**config.mk**
```make
export PLATFORM = sky130hd
export DESIGN_NAME = pipe_skid_latch
export DESIGN_NICKNAME = d
export VERILOG_FILES = /design/src/rtl/pipe_latch_pkg.sv /design/src/rtl/sat_counter.sv /design/src/rtl/pipe_skid_latch.sv
export SDC_FILE = /design/constraint.sdc
export NUM_CORES = 1
export LEC_CHECK = 0
export CAP_MARGIN = 20
export CELL_PAD_IN_SITES_DETAIL_PLACEMENT = 1
export CELL_PAD_IN_SITES_GLOBAL_PLACEMENT = 1
export CORE_MARGIN = 4
export CORE_UTILIZATION = 40
export DETAILED_ROUTE_END_ITERATION = 16
export PLACE_DENSITY_LB_ADDON = 0.1
export SETUP_SLACK_MARGIN = 0.4
export SKIP_CTS_REPAIR_TIMING = 1
export SLEW_MARGIN = 25
export SYNTH_ARGS = -nofsm -noshare
export SYNTH_HDL_FRONTEND = slang
export SYNTH_SLANG_ARGS = --single-unit
```
**constraint.sdc**
```tcl
create_clock -name CLK -period 2.1 [get_ports CLK]
set_clock_uncertainty 0.1 [all_clocks]
set_input_delay 0.525 -clock CLK [delete_from_list [all_inputs] [get_ports CLK]]
set_output_delay 0.525 -clock CLK [all_outputs]
set_load 0.01 [all_outputs]
```
**src/rtl/pipe_latch_pkg.sv**
```systemverilog
// Shared types for the skid-buffered inter-stage pipeline latch.
package pipe_latch_pkg;

   typedef enum logic [1:0] {
      PL_EMPTY = 2'd0,
      PL_FULL  = 2'd1,
      PL_SKID  = 2'd2
   } pl_state_t;

   typedef logic [1:0] pl_occ_t;

   // Number of live entries held by the main and skid registers.
   function automatic pl_occ_t occ_of(input logic main_v, input logic skid_v);
      return pl_occ_t'({1'b0, main_v}) + pl_occ_t'({1'b0, skid_v});
   endfunction

endpackage

```
**src/rtl/sat_counter.sv**
```systemverilog
// Saturating up-counter adding 0..3 per cycle; used for latch performance stats.
module sat_counter
   import pipe_latch_pkg::*;
#(
   parameter int unsigned CNT_W = 32
) (
   input  logic             CLK,
   input  logic             nRST,
   input  logic             clear,
   input  pl_occ_t          inc,
   output logic [CNT_W-1:0] count
);

   localparam int unsigned SUM_W = CNT_W + 1;

   logic [SUM_W-1:0] sum;

   assign sum = {1'b0, count} + SUM_W'(inc);

   // Carry out of the top bit pins the counter at all-ones.
   always_ff @(posedge CLK or negedge nRST) begin
      if (!nRST) begin
         count <= '0;
      end else if (clear) begin
         count <= '0;
      end else if (sum[CNT_W]) begin
         count <= '1;
      end else begin
         count <= sum[CNT_W-1:0];
      end
   end

endmodule

```
**src/rtl/pipe_skid_latch.sv**
```systemverilog
// Inter-stage pipeline register with one-entry skid buffer, flush and hold.
// Optional performance counters are built when PIPE_SKID_LATCH_PERF_EN is defined.
module pipe_skid_latch
   import pipe_latch_pkg::*;
#(
   parameter int unsigned     WIDTH      = 96,
   parameter logic [WIDTH-1:0] BUBBLE_VAL = '0
`ifdef PIPE_SKID_LATCH_PERF_EN
   ,
   parameter int unsigned     CNT_W      = 32
`endif
) (
   input  logic             CLK,
   input  logic             nRST,
   input  logic             in_valid,
   output logic             in_ready,
   input  logic [WIDTH-1:0] in_data,
   output logic             out_valid,
   input  logic             out_ready,
   output logic [WIDTH-1:0] out_data,
   input  logic             flush,
   input  logic             hold,
   output pl_occ_t          occupancy
`ifdef PIPE_SKID_LATCH_PERF_EN
   ,
   output logic [CNT_W-1:0] stall_cnt,
   output logic [CNT_W-1:0] flush_cnt
`endif
);

   pl_state_t        state;
   logic             main_valid;
   logic             skid_valid;
   logic [WIDTH-1:0] main_data;
   logic [WIDTH-1:0] skid_data;
   logic             in_fire;
   logic             out_fire;

   // in_ready depends only on registered state and control, never on out_ready.
   assign in_ready  = nRST && !skid_valid && !hold && !flush;
   assign out_valid = main_valid && !hold;
   assign in_fire   = in_valid && in_ready;
   assign out_fire  = out_valid && out_ready;
   assign out_data  = main_data;
   assign occupancy = occ_of(main_valid, skid_valid);

   always_ff @(posedge CLK or negedge nRST) begin
      if (!nRST) begin
         state      <= PL_EMPTY;
         main_valid <= 1'b0;
         skid_valid <= 1'b0;
         main_data  <= BUBBLE_VAL;
         skid_data  <= BUBBLE_VAL;
      end else if (flush) begin
         state      <= PL_EMPTY;
         main_valid <= 1'b0;
         skid_valid <= 1'b0;
         main_data  <= BUBBLE_VAL;
         skid_data  <= BUBBLE_VAL;
      end else if (!hold) begin
         case (state)
            PL_EMPTY: begin
               if (in_fire) begin
                  main_data  <= in_data;
                  main_valid <= 1'b1;
                  state      <= PL_FULL;
               end
            end
            PL_FULL: begin
               if (in_fire && out_fire) begin
                  main_data <= in_data;
               end else if (in_fire) begin
                  skid_data  <= in_data;
                  skid_valid <= 1'b1;
                  state      <= PL_SKID;
               end else if (out_fire) begin
                  main_data  <= BUBBLE_VAL;
                  main_valid <= 1'b0;
                  state      <= PL_EMPTY;
               end
            end
            PL_SKID: begin
               if (out_fire) begin
                  main_data  <= skid_data;
                  skid_data  <= BUBBLE_VAL;
                  skid_valid <= 1'b0;
                  state      <= PL_FULL;
               end
            end
            default: begin
               state      <= PL_EMPTY;
               main_valid <= 1'b0;
               skid_valid <= 1'b0;
               main_data  <= BUBBLE_VAL;
               skid_data  <= BUBBLE_VAL;
            end
         endcase
      end
   end

`ifdef PIPE_SKID_LATCH_PERF_EN
   pl_occ_t stall_inc;
   pl_occ_t flush_inc;

   // Stall counts a held entry that did not leave; flush counts squashed entries.
   assign stall_inc = pl_occ_t'({1'b0, main_valid && !out_fire && !flush});
   assign flush_inc = flush ? occupancy : pl_occ_t'(0);

   sat_counter #(.CNT_W(CNT_W)) u_stall_cnt (
      .CLK   (CLK),
      .nRST  (nRST),
      .clear (1'b0),
      .inc   (stall_inc),
      .count (stall_cnt)
   );

   sat_counter #(.CNT_W(CNT_W)) u_flush_cnt (
      .CLK   (CLK),
      .nRST  (nRST),
      .clear (1'b0),
      .inc   (flush_inc),
      .count (flush_cnt)
   );
`endif

endmodule
```
## After elaboration in Yosys (flattened, before gate mapping)

Index checks and enable logic that the tools add are counted.

| storage, ports and cells | value |
|---|---|
| flip-flop bits (word level) | 196 |
| bits of input ports | 102 |
| logic and storage cells | 66 |

| operators by class | value |
|---|---|
| add/sub/neg operators | 1 |
| equality and inequality tests | 14 |
| mux-type cells | 31 |
| reduce and logical (&&, ||, !) cells | 15 |

Operator list:

| kind | count |
|---|---|
| $mux W96 | 10 |
| $pmux W96 S3 | 2 |
| $ne A3 B3 Y1 const B | 6 |
| $reduce_and A5 Y1 | 3 |
| $mux W2 | 7 |
| $ne A4 B4 Y1 const B | 3 |
| $mux W1 | 9 |
| $logic_and A1 B1 Y1 | 7 |
| $ne A2 B2 Y1 const B | 3 |
| $pmux W1 S3 | 2 |
| $pmux W2 S3 | 1 |
| $reduce_and A6 Y1 | 1 |
| $logic_not A1 Y1 | 3 |
| $add A1 B1 Y2 | 1 |
| $eq A2 B1 Y1 const B | 1 |
| $eq A2 B2 Y1 const B | 1 |
| $logic_not A2 Y1 | 1 |

## Longest topological paths before layout

Gate-level depths: netlist of run 1.

| logic depth | value |
|---|---|
| word-level depth | 10 |
| depth in mapped cells | 9 |

## Worst setup path after synthesis of run 1

No wires, ideal clock.

| path | value |
|---|---|
| path type | input port to flip-flop |
| start | in flush |
| end | reg skid_data[66] |
| library setup time | 65 ps |
| arrival time | 1907 ps |
| data required time | 1935 ps |
| slack | 27 ps |
| cell stages on the path | 9 |
| path buffers | 5 |
| cells stage by stage | buf_4 -> nor4b_4 -> and2_1 -> buf_2 -> and4_1 -> buf_4 -> buf_6 -> buf_6 -> a22o_1 |

| on the way | value |
|---|---|
| cells in the longest elaborated chain, start to end | 6 |
| elaborated cells between the ends (all ways) | 11 |
| classes of those cells | eq/ne: 5; mux: 1; reduce/logical: 5 |

RTL lines:

| item | RTL line | text |
|---|---|---|
| from (decl) | pipe_skid_latch.sv:21 | `input logic flush,` |
| $logic_not A1 Y1 * | pipe_skid_latch.sv:40 | `assign in_ready = nRST && !skid_valid && !hold && !flush;` |
| $logic_and A1 B1 Y1 * | pipe_skid_latch.sv:40 |  |
| net in_ready | pipe_skid_latch.sv:16 | `output logic in_ready,` |
| $logic_and A1 B1 Y1 * | pipe_skid_latch.sv:42 | `assign in_fire = in_valid && in_ready;` |
| $logic_and A1 B1 Y1 | pipe_skid_latch.sv:70 | `if (in_fire && out_fire) begin` |
| $ne A3 B3 Y1 (no source line) | n/a |  |
| $reduce_and A5 Y1 (no source line) * | n/a |  |
| to (signal assigned) | pipe_skid_latch.sv:73 | `skid_data <= in_data;` |
| to (decl) | pipe_skid_latch.sv:35 | `logic [WIDTH-1:0] skid_data;` |

The timed path passes the listed nets; every way through them passes the cells marked *.
A chain may end at the register's enable or synchronous reset.

## Worst setup path in the final report of run 1

| path | value |
|---|---|
| start | reg skid_valid |
| end | reg main_data[62], in the netlist out_data[62] |

| on the way | value |
|---|---|
| cells in the longest elaborated chain, start to end | 10 |
| elaborated cells between the ends (all ways) | 14 |
| classes of those cells | eq/ne: 3; mux: 4; reduce/logical: 7 |

RTL lines:

| item | RTL line | text |
|---|---|---|
| from (decl) | pipe_skid_latch.sv:33 | `logic skid_valid;` |
| from (signal assigned) | pipe_skid_latch.sv:51 | `skid_valid <= 1'b0;` |
| from (signal assigned) | pipe_skid_latch.sv:57 | `skid_valid <= 1'b0;` |
| from (signal assigned) | pipe_skid_latch.sv:74 | `skid_valid <= 1'b1;` |
| $logic_not A1 Y1 * | pipe_skid_latch.sv:40 |  |
| $logic_and A1 B1 Y1 * (3 in a row) | pipe_skid_latch.sv:40 |  |
| $logic_and A1 B1 Y1 * | pipe_skid_latch.sv:42 |  |
| $logic_and A1 B1 Y1 | pipe_skid_latch.sv:70 |  |
| $mux W96 | pipe_skid_latch.sv:70 |  |
| $pmux W96 S3 | pipe_skid_latch.sv:61 | `case (state)` |
| $mux W96 | pipe_skid_latch.sv:60 | `end else if (!hold) begin` |
| $mux W96 | pipe_skid_latch.sv:54 | `end else if (flush) begin` |
| to (signal assigned) | pipe_skid_latch.sv:64 | `main_data <= in_data;` |
| to (signal assigned) | pipe_skid_latch.sv:71 | `main_data <= in_data;` |
| to (signal assigned) | pipe_skid_latch.sv:84 | `main_data <= skid_data;` |
| to (decl) | pipe_skid_latch.sv:34 | `logic [WIDTH-1:0] main_data;` |

Mark *: on every way between the ends. The rest lies on a longest branch, timed or not. The select of a mux whose other input is x is not followed.

==> results of run 1 <==
==> logic make-up after synthesis <==
| group | Yosys count | synth area share |
|---|---|---|
| compound gates | 400 | 0.267 |
| xor+xnor | 1 | 0.000892 |
| fa+ha+maj | 1 | 0.00127 |
| buf+inv | 102 | 0.0480 |
| flops | 196 | 0.499 |
| mux | 95 | 0.0968 |
| simple gates | 211 | 0.0867 |
==> worst max-delay path by stage <==
stage                                     end  slack (ns)  cells past startpoint
global route         out_data[80]$_DFFE_PN0P_       -0.07                      7
finish               out_data[62]$_DFFE_PN0P_       -0.02                      8
CTS                                  in_ready       -0.57                      3
global placement                     in_ready       -0.58                      3
floorplan           skid_data[66]$_DFFE_PN0P_        0.05                      9
detailed placement                   in_ready       -0.57                      3
==> registers in the layout, summed over array words and instances (netlist names) <==
signal / count
skid_data: 96
out_data: 96
state: 2
skid_valid: 1
main_valid: 1
==> critical path: cells and delay by family, from the launching register on <==
| kind | cells | cell delay (ns) |
|---|---|---|
| flip-flops | 1 | 0.43 |
| buffers and inverters | 4 | 0.68 |
| AND/OR/NAND/NOR | 2 | 0.31 |
| AO/OA/AOI/OAI | 2 | 0.47 |
==> power by group through the flow <==
stage / Sequential, W / Clock, W / Combinational [W]
floorplan: 0.00397 / 0 / 0.000492
global placement: 0.00395 / 0 / 0.00122
detailed placement: 0.00396 / 0 / 0.00124
CTS: 0.00388 / 0.00327 / 0.00125
global route: 0.00389 / 0.00346 / 0.00158
finish: 0.00388 / 0.00323 / 0.00147
==> cell usage in the layout (no fill, tap or decap), types with 3 or more instances in the layout <==
master and count:
mux2i_1 95, o31ai_1 94, dlymetal6s2s_1 100, clkinv_4 5, nand2_1 96, a21o_1 3
nor2_1 97, buf_8 5, a22o_1 97, clkbuf_16 35, inv_1 3, a21oi_2 4
buf_12 34, a221o_2 3, buf_6 14, buf_4 38, inv_8 4, dfrtp_1 192
clkdlybuf4s50_1 97, a21oi_1 192
==> through the flow <==
step	TNS [ns]	util	cells	hold WS, ns	setup slack [ns]
after floorplan	0	-	1006	0.129	0.0535
after global placement	-77.49	0.528	1505	0.360	-0.580
after detailed placement	-82.55	0.528	1505	0.365	-0.566
after CTS	-1.65	0.551	1536	-0.0868	-0.568
after global routing	-1.51	0.595	1576	0.00233	-0.0698
final	-0.107	0.595	1576	0.00656	-0.0225
==> metal layers <==
| metal | share of wire | up-vias | GRT usage |
|---|---|---|---|
| li1 | - | 4155 | - |
| met2 | 0.49 | 288 | 0.402 |
| met3 | 0.050 | 48 | 0.0389 |
| met5 | 0 | - | 0 |
| met1 | 0.44 | 4830 | 0.335 |
| met4 | 0.020 | 0 | 0.0620 |
==> final cells by class <==
type	count	area [sq um]
fill	2586	9820
sequential	196	4910
inverter	3	11.3
clock buffer	18	439
timing repair buffer	311	3930
clock inverter	13	119
tap	324	405
multi-input combinational	711	4600
==> reports/qor.yml, run 1 <==
critical_path:
  max_stage_delay_ns: 0.43
  critPathLaunchType: "register"
  r2r_end: "out_data[62]$_DFFE_PN0P_"
  path_max_fanout: 7
  cp_cell_sequence: "buf_4, nand3b_1, buf_4, a221o_2, buf_12, clkbuf_16, nand2_1, o31ai_1"
  slowest_stage: "dfrtp_2"
  critical_path_class: "register to register"
  crit_arrival_ns: 2.33
  timing.rr.start: "skid_valid$_DFFE_PN0P_"
  endpoint_kind: "register"
  worstSetupStartpoint: "skid_valid$_DFFE_PN0P_"
  r2r_slack_ns: -0.02
  required_ns: 2.31
  cpMostUsedCell: "buf_4"
  rr_worst_depth: 8
die:
  dieWidth_um: 165
  die_h_um: 165
  initial_core_util: 0.405
  dieArea_sq_um: 27100
  pin_count: 202
  core_sq_um: 24200
  rows: 57
run_status:
  outcome: "finished, violations left"
  violations: "setup timing"
timing:
  slew_violations: 0
  finalCritPeriodShare: 1.01
  max_freq_mhz: 471
  min_period_ns: 2.12
  maxSlewHeadroom: 0.584
  max_slew.worst_pin.slew_ns: 0.624
  setup_viol_count_final: 9
  rsz0062_at_grt: "true"
  hold_violations: 0
  fin_ws_ns: -0.0225
pwr:
  pwr-share-seq: 0.452
  intPower_w: 0.00610
  p_total_w: 0.00859
  leakage_nw: 7.64
  peakVddDrop_mv: 0.469
  pwr_density_cell_nw_per_um2: 595
  combPwrFrac: 0.172
  switching_power_w: 0.00249
  p_sw_frac: 0.290
  p_clk_frac: 0.376
cts:
  htree_levels: 4
  clk_pin_slew_ns: 0.08
  clock-root-buffer: "clkbuf_16"
  cts_buffers: 17
  cts_tree: "done"
  clock_latency_ns: 0.44
  clk_path_buf_depth: 2
  clock_sinks: 196
grt:
  antenna_found_initial: 0
  grt_start_max_net_pins: 106
  first_global_vias: 9506
  grt_overflow: 0
  track_usage: 0.243
  grt_pass1_wl_um: 52400
layout:
  areaGrowthSynthToFinish_pct: 46.8
  fin_nets: 1343
  design_area_sq_um: 14400
  diodes: 0
  layout-drive-gt1-share: 0.137
logic_synthesis:
  synth_edf_count: 0
  netlist_top_cells_area: "dfrtp_1 (50%), a21oi_1 (10%), mux2i_1 (9.7%), a22o_1 (8.6%), o31ai_1 (7.3%)"
  yosysTopAreaCell: "dfrtp_1"
  netlist_area_sq_um: 9830
  synth-seq-cells: 196
  synth_top_cell_area_share: 0.499
  ys_seq_area_frac: 0.499
  async_flop_share: 1.00
  synth_most_common_cell: "a21oi_1"
  synth_nets: 1109
  synthFlopType: "dfrtp_1"
  synth_common_cells: "a21oi_1 (197), dfrtp_1 (196), nor2_1 (98), a22o_1 (97), nand2_1 (97)"
  avgSynthCellArea_sq_um: 9.77
  yosysUniqueCellTypes: 32
  yosys_warnings: 0
  syn_inst: 1006
flow_run:
  drv_cap: 0
placed_design:
  portBuffers: 201
  placed_area_sq_um: 12800
  gp_congestion: 0.781
  dp.final_hpwl_um: 21000
drt:
  routed_wl_um: 38500
  vias: 9321
  via_per_inst: 5.91
  antenna_left: 0
  drc_errors: 0
  drtIter0Drc: 639
  drt_pass1_iterations: 5
  avgRoutedWirePerCell_um: 24.4
hold_path:
  hold_path.class: "primary input to async pin"
(Power assumes the default switching activity.)
==> run 2, diff against run 1 <==
CORE_ASPECT_RATIO = 1.5   (was default)
SETUP_SLACK_MARGIN = default   (was 0.4)
==> run 2 against run 1 <==
The flow now finishes without violations. Hold slack improved by 0.083 ns. Via count is 4.0% lower. Die area rose by 0.19%. Count of clock-buffer cells in the layout increased by 2. Routed wire length is 13% lower. Sequential power about the same. Design area decreased by 8.0%. Utilization shrank 4.8 points. Cell count down 3.0%. Sequential share of layout area grew 3.0 points. Global-route usage is 0.095 points higher. Worst setup slack better by 0.075 ns.
==> reports/qor.yml, run 2 (synthesized netlist as in run 1, its figures left out) <==
pwr:
  switching_power_w: 0.00226  # was 0.00249 W
  combPwrFrac: 0.142  # was 0.172
  p_total_w: 0.00856  # was 0.00859 W
  p_clk_frac: 0.404  # was 0.376
  pwr-share-seq: 0.454  # was 0.452
  p_sw_frac: 0.264  # was 0.290
  peakVddDrop_mv: 0.592  # was 0.469 mV
  leakage_nw: 5.49  # was 7.64 nW
  pwr_density_cell_nw_per_um2: 646  # was 595 nW/um^2
  intPower_w: 0.00630  # was 0.00610 W
placed_design:
  dp_cells: 1492  # was 1505
  placed_area_sq_um: 12600  # was 12800 sq um
  dp.final_hpwl_um: 21000  # about the same
  portBuffers: 201  # unchanged
  gp_congestion: 0.764  # was 0.781
die:
  pin_count: 202  # unchanged
  rows: 70  # was 57
  core_sq_um: 24300  # was 24200 sq um
  dieArea_sq_um: 27200  # was 27100 sq um
  die_h_um: 200  # was 165 um
  dieWidth_um: 136  # was 165 um
  initial_core_util: 0.405  # about the same
layout:
  layout.cells.non_filler: 1529  # was 1576
  areaGrowthSynthToFinish_pct: 35.0  # was 46.8%
  final_cell_mix: "a21oi_1 (195), clkdlybuf4s50_1 (194), dfrtp_1 (192)"  # was a21oi_1 (192), dfrtp_1 (192), dlymetal6s2s_1 (100)
  utilization: 0.547  # was 0.595
  design_area_sq_um: 13300  # was 14400 sq um
  final_common_cell: "a21oi_1"
  layout-drive-gt1-share: 0.0947  # was 0.137
  fin_nets: 1294  # was 1343
timing:
  max_slew.worst_pin.slew_ns: 0.717  # was 0.624 ns
  slew_violations: 0  # unchanged
  max_freq_mhz: 488  # was 471 MHz
  hold_violations: 0  # unchanged
  rsz0062_at_grt: "true"  # unchanged
  min_period_ns: 2.05  # was 2.12 ns
  maxSlewHeadroom: 0.522  # was 0.584
  finalCritPeriodShare: 0.975  # was 1.01
  setup_viol_count_final: 0  # was 9
cts:
  clk_pin_slew_ns: 0.07  # was 0.08 ns
  clock-root-buffer: "clkbuf_16"  # unchanged
  htree_levels: 4  # unchanged
  clock_sinks: 196  # unchanged
  cts_tree: "done"  # unchanged
  cts_buffers: 17  # unchanged
  clock_latency_ns: 0.44  # about the same
  clk_path_buf_depth: 2  # unchanged
critical_path:
  crit_arrival_ns: 1.42  # was 2.33 ns
  cp.buffers_inverters: 1  # was 4
  max_stage_delay_ns: 0.58  # was 0.43 ns
  r2r_end: "skid_data[3]$_DFFE_PN0P_"  # was out_data[62]$_DFFE_PN0P_
  critical_path_class: "register to output port"  # was register to register
  endpoint_kind: "output port"  # was register
  cp_top_family: "buffers and inverters"  # unchanged
  critPathLaunchType: "register"  # unchanged
  rr_worst_depth: 6  # was 8
  r2r_slack_ns: 0.18  # was -0.02 ns
  required_ns: 1.47  # was 2.31 ns
  path_max_fanout: 2  # was 7
  cp_cell_sequence: "clkdlybuf4s50_1"  # was buf_4, nand3b_1, buf_4, a221o_2, buf_12, clkbuf_16, nand2_1, o31ai_1
  slowest_stage: "clkdlybuf4s50_1"  # was dfrtp_2
  timing.rr.start: "skid_valid$_DFFE_PN0P_"  # unchanged
drt:
  antenna_left: 0  # unchanged
  drt_pass1_iterations: 5  # unchanged
  drtIter0Drc: 516  # was 639
  via_per_inst: 5.85  # was 5.91
  avgRoutedWirePerCell_um: 21.9  # was 24.4 um
  vias: 8950  # was 9321
  drc_errors: 0  # unchanged
  routed_wl_um: 33400  # was 38500 um
grt:
  first_global_vias: 9427  # was 9506
  grt_start_max_net_pins: 75  # was 106
  antenna_found_initial: 2  # was 0
  track_usage: 0.244  # was 0.243
  grt_pass1_wl_um: 52300  # was 52400 um
  grt_overflow: 0  # unchanged
hold_path:
  hold_path.class: "primary input to async pin"  # unchanged
run_status:
  outcome: "complete, no violations"  # was finished, violations left
flow_run:
  drv_cap: 0  # unchanged
## run 2: cell types whose count changed in the layout (fill, tap and decap cells not counted), sizes merged, moves of 3 or more
cell,delta
a221o,-3
buf,-29
bufinv,+3
clkbuf,-16
clkdlybuf4s50,+97
dlymetal6s2s,-96
inv,-6
## run 2: power by group through the flow
| stage | sequential (W) | combinational, W | clock, W |
|---|---|---|---|
| 2_1_floorplan | 0.00397 | 0.000482 | 0 |
| 3_3_place_gp | 0.00396 | 0.00120 | 0 |
| 3_5_place_dp | 0.00396 | 0.00121 | 0 |
| 4_1_cts | 0.00388 | 0.00122 | 0.00355 |
| 5_1_grt | 0.00389 | 0.00133 | 0.00368 |
| 6_report | 0.00389 | 0.00122 | 0.00346 |
## run 2: area by class of cell
class                           count  area (sq um)
Clock inverter                     12           155
Clock buffer                       20           457
Fill cell                        2729         11000
Tap cell                          324           405
Antenna cell                        1          2.50
Multi-Input combinational cell    708          4520
Timing Repair Buffer              265          2800
Inverter                            3          11.3
Sequential cell                   196          4910
## run 2: worst max-delay path by stage
| stage | from | end | slack, ns | cells after the start |
|---|---|---|---|---|
| after floorplan | flush | skid_data[66]$_DFFE_PN0P_ | 0.03 | 9 |
| after global placement | hold | out_data[37]$_DFFE_PN0P_ | -0.48 | 8 |
| after detailed placement | hold | out_data[3]$_DFFE_PN0P_ | -0.50 | 8 |
| after CTS | hold | out_valid | -0.39 | 4 |
| after global routing | skid_valid$_DFFE_PN0P_ | in_ready | -0.007 | 3 |
| final | out_data[46]$_DFFE_PN0P_ | out_data[46] | 0.05 | 1 |
## run 2: routing by layer
metal,vias up,GRT usage,routed length [um]
met4,2,0.0702,571
li1,4044,-,-
met2,219,0.418,16900
met5,-,0,12
met1,4647,0.322,14500
met3,38,0.0384,1440
## run 2: metrics by stage
| step | setup slack, ns | hold WS [ns] | TNS [ns] |
|---|---|---|---|
| finish | 0.0527 | 0.0895 | 0 |
| global route | -0.00656 | 0.0930 | -0.00656 |
| CTS | -0.393 | -0.0419 | -1.62 |
| detailed placement | -0.501 | 0.366 | -69.84 |
| global placement | -0.478 | 0.359 | -67.95 |
| floorplan | 0.0271 | 0.129 | 0 |
